[config.mk]
export PLATFORM = sky130hd
export DESIGN_NAME = tt_bist_harness
export DESIGN_NICKNAME = d
export VERILOG_FILES = /design/src/rtl/tt_bist_harness.sv
export SDC_FILE = /design/constraint.sdc
export NUM_CORES = 1
export LEC_CHECK = 0
export ABC_AREA = 1
export BUFFER_PORTS_ARGS = -buffer_cell sky130_fd_sc_hd__buf_2
export CAP_MARGIN = 10
export CORE_MARGIN = 10
export CORE_UTILIZATION = 62
export CTS_BUF_LIST = sky130_fd_sc_hd__clkbuf_8
export DETAILED_ROUTE_END_ITERATION = 12
export PLACE_DENSITY_LB_ADDON = 0.15
export SLEW_MARGIN = 30
export SYNTH_ARGS = -nofsm -noshare
export SYNTH_HDL_FRONTEND = slang
export SYNTH_SLANG_ARGS = --single-unit
[constraint.sdc]
create_clock -name clk -period 4.64 [get_ports clk]
set_input_delay 0 -clock clk [delete_from_list [all_inputs] [get_ports clk]]
set_output_delay 0 -clock clk [all_outputs]
set_load 0.02 [all_outputs]
[src/rtl/tt_bist_harness.sv]
// tt_bist_harness: BIST wrapper for a TinyTapeout user core.
// The core is held in reset and then fed a Galois LFSR stimulus stream.
// Its responses are compacted into a 16-bit MISR signature.
// Optional feature macro: BIST_COMPARE_EN adds a registered golden-signature
// comparator that drives `pass`.
module tt_bist_harness #(
    parameter int unsigned  IN_W        = 8,
    parameter int unsigned  OUT_W       = 8,
    parameter int unsigned  NUM_VECTORS = 256,
    parameter int unsigned  LATENCY     = 1,
    parameter int unsigned  RST_CYC     = 4,
    parameter logic [15:0]  SEED        = 16'hACE1
) (
    input  logic             clk,
    input  logic             rst,
    input  logic             start,
    output logic             busy,
    output logic             done,
    output logic             dut_rst_n,
    output logic [IN_W-1:0]  dut_in,
    input  logic [OUT_W-1:0] dut_out,
    output logic [15:0]      signature,
    input  logic [15:0]      golden,
    output logic             pass
);

    localparam logic [15:0] POLY   = 16'hB400;
    localparam int unsigned VC_W   = $clog2(NUM_VECTORS + 1);
    localparam int unsigned PH_MAX = (RST_CYC > LATENCY) ? RST_CYC : LATENCY;
    localparam int unsigned PH_W   = $clog2(PH_MAX + 1);

    localparam logic [VC_W-1:0] VEC_LAST   = VC_W'(NUM_VECTORS);
    localparam logic [PH_W-1:0] RST_LAST   = PH_W'(RST_CYC - 1);
    localparam logic [PH_W-1:0] DRAIN_LAST = PH_W'((LATENCY > 0) ? LATENCY - 1 : 0);

    typedef enum logic [2:0] {
        S_IDLE,
        S_DUT_RST,
        S_RUN,
        S_DRAIN,
        S_DONE
    } state_t;

    state_t          state;
    logic [15:0]     lfsr;
    logic [15:0]     misr;
    logic [15:0]     misr_next;
    logic [VC_W-1:0] vec_cnt;
    logic [PH_W-1:0] ph_cnt;
    logic            drv_v;
    logic            cap;
    logic            start_acc;

    assign start_acc = start && ((state == S_IDLE) || (state == S_DONE));
    assign signature = misr;

    // MISR next value, folding in the response when the delayed valid fires
    always_comb begin
        misr_next = misr;
        if (cap) begin
            misr_next = (misr >> 1) ^ (misr[0] ? POLY : 16'h0000) ^ 16'(dut_out);
        end
    end

    // Valid delay line aligning "vector driven" with its response
    generate
        if (LATENCY == 0) begin : g_nodly
            assign cap = drv_v;
        end else begin : g_dly
            logic [LATENCY-1:0] dly;
            // Shift the driven flag LATENCY cycles
            always_ff @(posedge clk or posedge rst) begin
                if (rst) begin
                    dly <= '0;
                end else begin
                    dly[0] <= drv_v;
                    for (int unsigned i = 1; i < LATENCY; i++) begin
                        dly[i] <= dly[i-1];
                    end
                end
            end
            assign cap = dly[LATENCY-1];
        end
    endgenerate

    // Signature register: cleared on an accepted start, updated on capture
    always_ff @(posedge clk or posedge rst) begin
        if (rst) begin
            misr <= '0;
        end else if (start_acc) begin
            misr <= '0;
        end else begin
            misr <= misr_next;
        end
    end

    // Run sequencer with registered control outputs and stimulus
    always_ff @(posedge clk or posedge rst) begin
        if (rst) begin
            state     <= S_IDLE;
            busy      <= 1'b0;
            done      <= 1'b0;
            dut_rst_n <= 1'b0;
            dut_in    <= '0;
            lfsr      <= SEED;
            vec_cnt   <= '0;
            ph_cnt    <= '0;
            drv_v     <= 1'b0;
`ifdef BIST_COMPARE_EN
            pass      <= 1'b0;
`endif
        end else begin
            drv_v <= 1'b0;
            case (state)
                S_IDLE, S_DONE: begin
                    dut_rst_n <= 1'b1;
                    if (start) begin
                        state     <= S_DUT_RST;
                        busy      <= 1'b1;
                        done      <= 1'b0;
                        dut_rst_n <= 1'b0;
                        lfsr      <= SEED;
                        vec_cnt   <= '0;
                        ph_cnt    <= '0;
`ifdef BIST_COMPARE_EN
                        pass      <= 1'b0;
`endif
                    end
                end
                S_DUT_RST: begin
                    if (ph_cnt == RST_LAST) begin
                        // The edge leaving reset already drives vector 1
                        state     <= S_RUN;
                        dut_rst_n <= 1'b1;
                        ph_cnt    <= '0;
                        dut_in    <= lfsr[IN_W-1:0];
                        lfsr      <= (lfsr >> 1) ^ (lfsr[0] ? POLY : 16'h0000);
                        vec_cnt   <= VC_W'(1);
                        drv_v     <= 1'b1;
                    end else begin
                        ph_cnt <= ph_cnt + 1'b1;
                    end
                end
                S_RUN: begin
                    if (vec_cnt == VEC_LAST) begin
                        if (LATENCY == 0) begin
                            state <= S_DONE;
                            busy  <= 1'b0;
                            done  <= 1'b1;
`ifdef BIST_COMPARE_EN
                            pass  <= (misr_next == golden);
`endif
                        end else begin
                            state <= S_DRAIN;
                        end
                    end else begin
                        dut_in  <= lfsr[IN_W-1:0];
                        lfsr    <= (lfsr >> 1) ^ (lfsr[0] ? POLY : 16'h0000);
                        vec_cnt <= vec_cnt + 1'b1;
                        drv_v   <= 1'b1;
                    end
                end
                S_DRAIN: begin
                    if (ph_cnt == DRAIN_LAST) begin
                        state  <= S_DONE;
                        busy   <= 1'b0;
                        done   <= 1'b1;
                        ph_cnt <= '0;
`ifdef BIST_COMPARE_EN
                        pass   <= (misr_next == golden);
`endif
                    end else begin
                        ph_cnt <= ph_cnt + 1'b1;
                    end
                end
                default: begin
                    state <= S_IDLE;
                    busy  <= 1'b0;
                    done  <= 1'b0;
                end
            endcase
        end
    end

`ifndef BIST_COMPARE_EN
    logic unused_golden;
    assign unused_golden = ^golden;
    assign pass = 1'b0;
`endif

endmodule

==> metrics.csv <==
stage;metric;value;unit
worst_setup_path;Worst EP arrival;2.07;ns
logic_synthesis;synth warn;0;
power;maximum ir drop on the vdd rail;0.000439;V
sta;share of the clock period used by the worst path after layout;0.400;
logic_synthesis;largest area contributor in the netlist;sky130_fd_sc_hd__dfrtp_1;
detailed_routing;total detailed-routing wirelength;5880;um
worst_setup_path;worst reg2reg path endpoint;lfsr[14];
clocking;H-tree depth reported by CTS;3;
detailed_routing;routed length per instance;12.6;um
job;max capacitance violation total;0;
cells_and_area;nets;427;
grt;initial antenna violation count;0;
hold_path;min-delay src;start;
logic_synthesis;post-synthesis cell type count;33;
cells_and_area;fraction of final layout cells with drive strength greater than 1;0.228;
sta;achievable clock frequency;539;MHz
clocking;root buffer cell;sky130_fd_sc_hd__clkbuf_8;
clocking;clock insertion delay at the later pin of the skew report;0.34;ns
logic_synthesis;share of the yosys chip area belonging to registers;0.502;
worst_setup_path;critical path fanouts, max;25;
logic_synthesis;proportion of register bits with asynchronous set or reset after synthesis;1.00;
logic_synthesis;combined area of all synthesized cells;3010;sq um
grt;global route total overflow;0;
clocking;number of CTS-inserted buffers;9;
clocking;TritonCTS clock tree;built;
grt;number of global-route vias before repair;2245;
logic_synthesis;synthesized area per cell;8.60;sq um
sta;Final Hold Slack;0.181;ns
die;width of the die;89.7;um
grt;global-route wire length before repair;10100;um
logic_synthesis;commonest cells in the synthesized netlist;sky130_fd_sc_hd__nand2_1 (101), sky130_fd_sc_hd__dfrtp_1 (52), sky130_fd_sc_hd__inv_1 (36);
power;LEAKAGE;1.84;nW
place;number of I/O port buffers;37;
clocking;worst-case clock buffer depth;2;
sta;actual slew at the worst max-slew pin;0.738;ns
die;effective utilization at floorplan;0.637;
worst_setup_path;element type at the critical path start;register;
power;total power divided by cell area;729;nW/um^2
cells_and_area;layout overhead on the synthesized area;15.1;%
clocking;clk sinks;60;
clocking;number of setup buffers added after CTS;0;
detailed_routing;drt drc;0;
cells_and_area;number of antenna repair diodes;0;
clocking;Post-CTS Resized;0;
power;final total power;2.52;mW
logic_synthesis;share of the synthesized area in the top cell type;0.432;
worst_setup_path;type of the setup path with the least slack;reg2reg;
sta;final setup violating endpoints;0;
sta;final count of hold timing violations;0;
sta;setup repair after global routing missed its margin;no;
sta;relative slew slack;0.508;
hold_path;worst hold-check path type;in2reg;
worst_setup_path;required time of the critical path;4.86;ns
clocking;clock transition time at the flip-flop clock pins of the worst setup and hold paths;0.07;ns
die;DIE AREA;8040;sq um
hold_path;hold endpoint;lfsr[7];
worst_setup_path;worst reg2reg startpoint;ph_cnt[0];
grt;pin count of the biggest net entering global routing;61;
status;result of the run;finished, final reports clean;
detailed_routing;number of routed nets with antenna violations;0;
die;vertical die dimension;89.7;um
logic_synthesis;most common cell in the netlist;sky130_fd_sc_hd__nand2_1;
detailed_routing;via/cell ratio;5.01;
logic_synthesis;EDFF count, synth;0;
detailed_routing;detailed-routing iteration count for the pre-antenna-repair pass;4;
detailed_routing;count of vias placed by the detailed router;2336;
place;routability cong.;0.821;
sta;Tmin final;1.86;ns
logic_synthesis;Syn Inst Count;350;
place;placed wire-length estimate after detailed placement;3970;um
detailed_routing;Iter 0 DRT Violations;154;
worst_setup_path;kind of capture point of the worst setup path;register;
logic_synthesis;Post-Syn Nets;383;
die;number of core rows;25;
sta;total negative slack for setup checks;0;ns
die;core region area;4720;sq um
logic_synthesis;Synth Register Bits;60;
worst_setup_path;Worst R2R Path Depth;7;
sta;final setup skew;0.0125;ns
die;io pins;55;
worst_setup_path;Reg2Reg Setup Slack;2.78;ns
logic_synthesis;Primary FF master, synth;sky130_fd_sc_hd__dfrtp_1;
hold_path;Cells on Worst Hold Path;5;
clocking;CTS Hold Buffers Added;9;
grt;All-Layer GR Usage;0.159;
sta;final number of max-transition violations;0;
logic_synthesis;most area-consuming cells after synthesis;sky130_fd_sc_hd__dfrtp_1 (43%), sky130_fd_sc_hd__nand2_1 (13%), sky130_fd_sc_hd__dfstp_2 (7.0%);
==> metrics by stage <==
stage	setup WS (ns)	area (sq um)	utilization	instances
2_1_floorplan	3.17	3010	-	350
3_3_place_gp	2.78	3180	0.673	441
3_5_place_dp	2.76	3180	0.673	441
4_1_cts	2.74	3460	0.733	466
5_1_grt	2.56	3460	0.733	466
6_report	2.78	3460	0.733	466
==> worst max-delay path by stage <==
stage	startpoint	to	slack, ns	cells past startpoint
floorplan	rst	busy	3.17	1
global placement	ph_cnt[0]	vec_cnt[2]	2.78	7
detailed placement	ph_cnt[0]	lfsr[2]	2.76	7
CTS	ph_cnt[0]	lfsr[2]	2.74	7
global route	ph_cnt[0]	lfsr[14]	2.56	7
finish	ph_cnt[0]	lfsr[14]	2.78	7
==> final cells by class <==
type                            instances  area (sq um)
Sequential cell                        60          1510
Clock buffer                           10           138
Multi-Input combinational cell        236          1240
Inverter                               40           150
Tap cell                               67          83.8
Timing Repair Buffer                   47           283
Fill cell                             366          1260
Clock inverter                          6          56.3
==> layer usage <==
| metal | global-route usage | up-vias | part of all wire |
|---|---|---|---|
| met2 | 0.255 | 52 | 0.44 |
| met5 | 0 | - | 0 |
| met3 | 0.0496 | 8 | 0.072 |
| li1 | - | 1196 | - |
| met1 | 0.200 | 1080 | 0.48 |
| met4 | 0.0549 | 0 | 0.012 |
==> sequential cells by signal, indices dropped and copies added, names as in the netlist <==
register,count
vec_cnt,9
cap,1
lfsr,16
busy,1
signature,16
done,1
state,3
dut_rst_n,1
dut_in,8
drv_v,1
ph_cnt,3
==> cells in the final DEF, fill, tap and decap left out <==
master	count
sky130_fd_sc_hd__nand2_2	13
sky130_fd_sc_hd__clkinvlp_4	1
sky130_fd_sc_hd__nor2_1	17
sky130_fd_sc_hd__inv_1	36
sky130_fd_sc_hd__nand3b_1	1
sky130_fd_sc_hd__a31oi_1	5
sky130_fd_sc_hd__clkinv_1	1
sky130_fd_sc_hd__nor3_1	1
sky130_fd_sc_hd__dfstp_2	8
sky130_fd_sc_hd__nor2_2	4
sky130_fd_sc_hd__dfrtp_1	52
sky130_fd_sc_hd__ha_1	6
sky130_fd_sc_hd__a21boi_0	1
sky130_fd_sc_hd__nand3_1	19
sky130_fd_sc_hd__a21oi_1	11
sky130_fd_sc_hd__clkinv_2	3
sky130_fd_sc_hd__bufinv_16	1
sky130_fd_sc_hd__inv_2	4
sky130_fd_sc_hd__conb_1	1
sky130_fd_sc_hd__xnor2_1	14
sky130_fd_sc_hd__o221ai_1	1
sky130_fd_sc_hd__nand3_2	4
sky130_fd_sc_hd__nand3_4	1
sky130_fd_sc_hd__nand2_1	101
sky130_fd_sc_hd__buf_2	37
sky130_fd_sc_hd__dlygate4sd3_1	9
sky130_fd_sc_hd__clkbuf_8	10
sky130_fd_sc_hd__xor2_1	1
sky130_fd_sc_hd__nor2_4	3
sky130_fd_sc_hd__nand4_1	10
sky130_fd_sc_hd__o21ai_0	21
sky130_fd_sc_hd__nand2_4	1
sky130_fd_sc_hd__buf_4	1
==> kinds of logic (layout without fill, tap and decap cells) <==
family / count (synthesis) / after routing / share of synthesized area
flops: 60 / 60 / 0.502
fa+ha+maj: 6 / 6 / 0.0249
simple gates: 175 / 175 / 0.273
xor+xnor: 15 / 15 / 0.0437
compound gates: 39 / 39 / 0.0690
buf+inv: 54 / 103 / 0.0856
other cells: 1 / 1 / 0.00125
==> where the power goes <==
| part | internal, mW | switching [mW] |
|---|---|---|
| Combinational | 0.390 | 0.720 |
| Clock | 0.258 | 0.203 |
| Sequential | 0.765 | 0.187 |
| Total | 1.41 | 1.11 |
==> worst max-delay path, cell delays in order, from the launching register on <==
cell and delay, ns:
sky130_fd_sc_hd__dfrtp_1 0.38, sky130_fd_sc_hd__ha_1 0.19, sky130_fd_sc_hd__ha_1 0.27, sky130_fd_sc_hd__nor2_4 0.09, sky130_fd_sc_hd__nor2_4 0.25, sky130_fd_sc_hd__nand3_4 0.35, sky130_fd_sc_hd__nand2_1 0.15, sky130_fd_sc_hd__nand2_1 0.06
(Power assumes the default switching activity.)
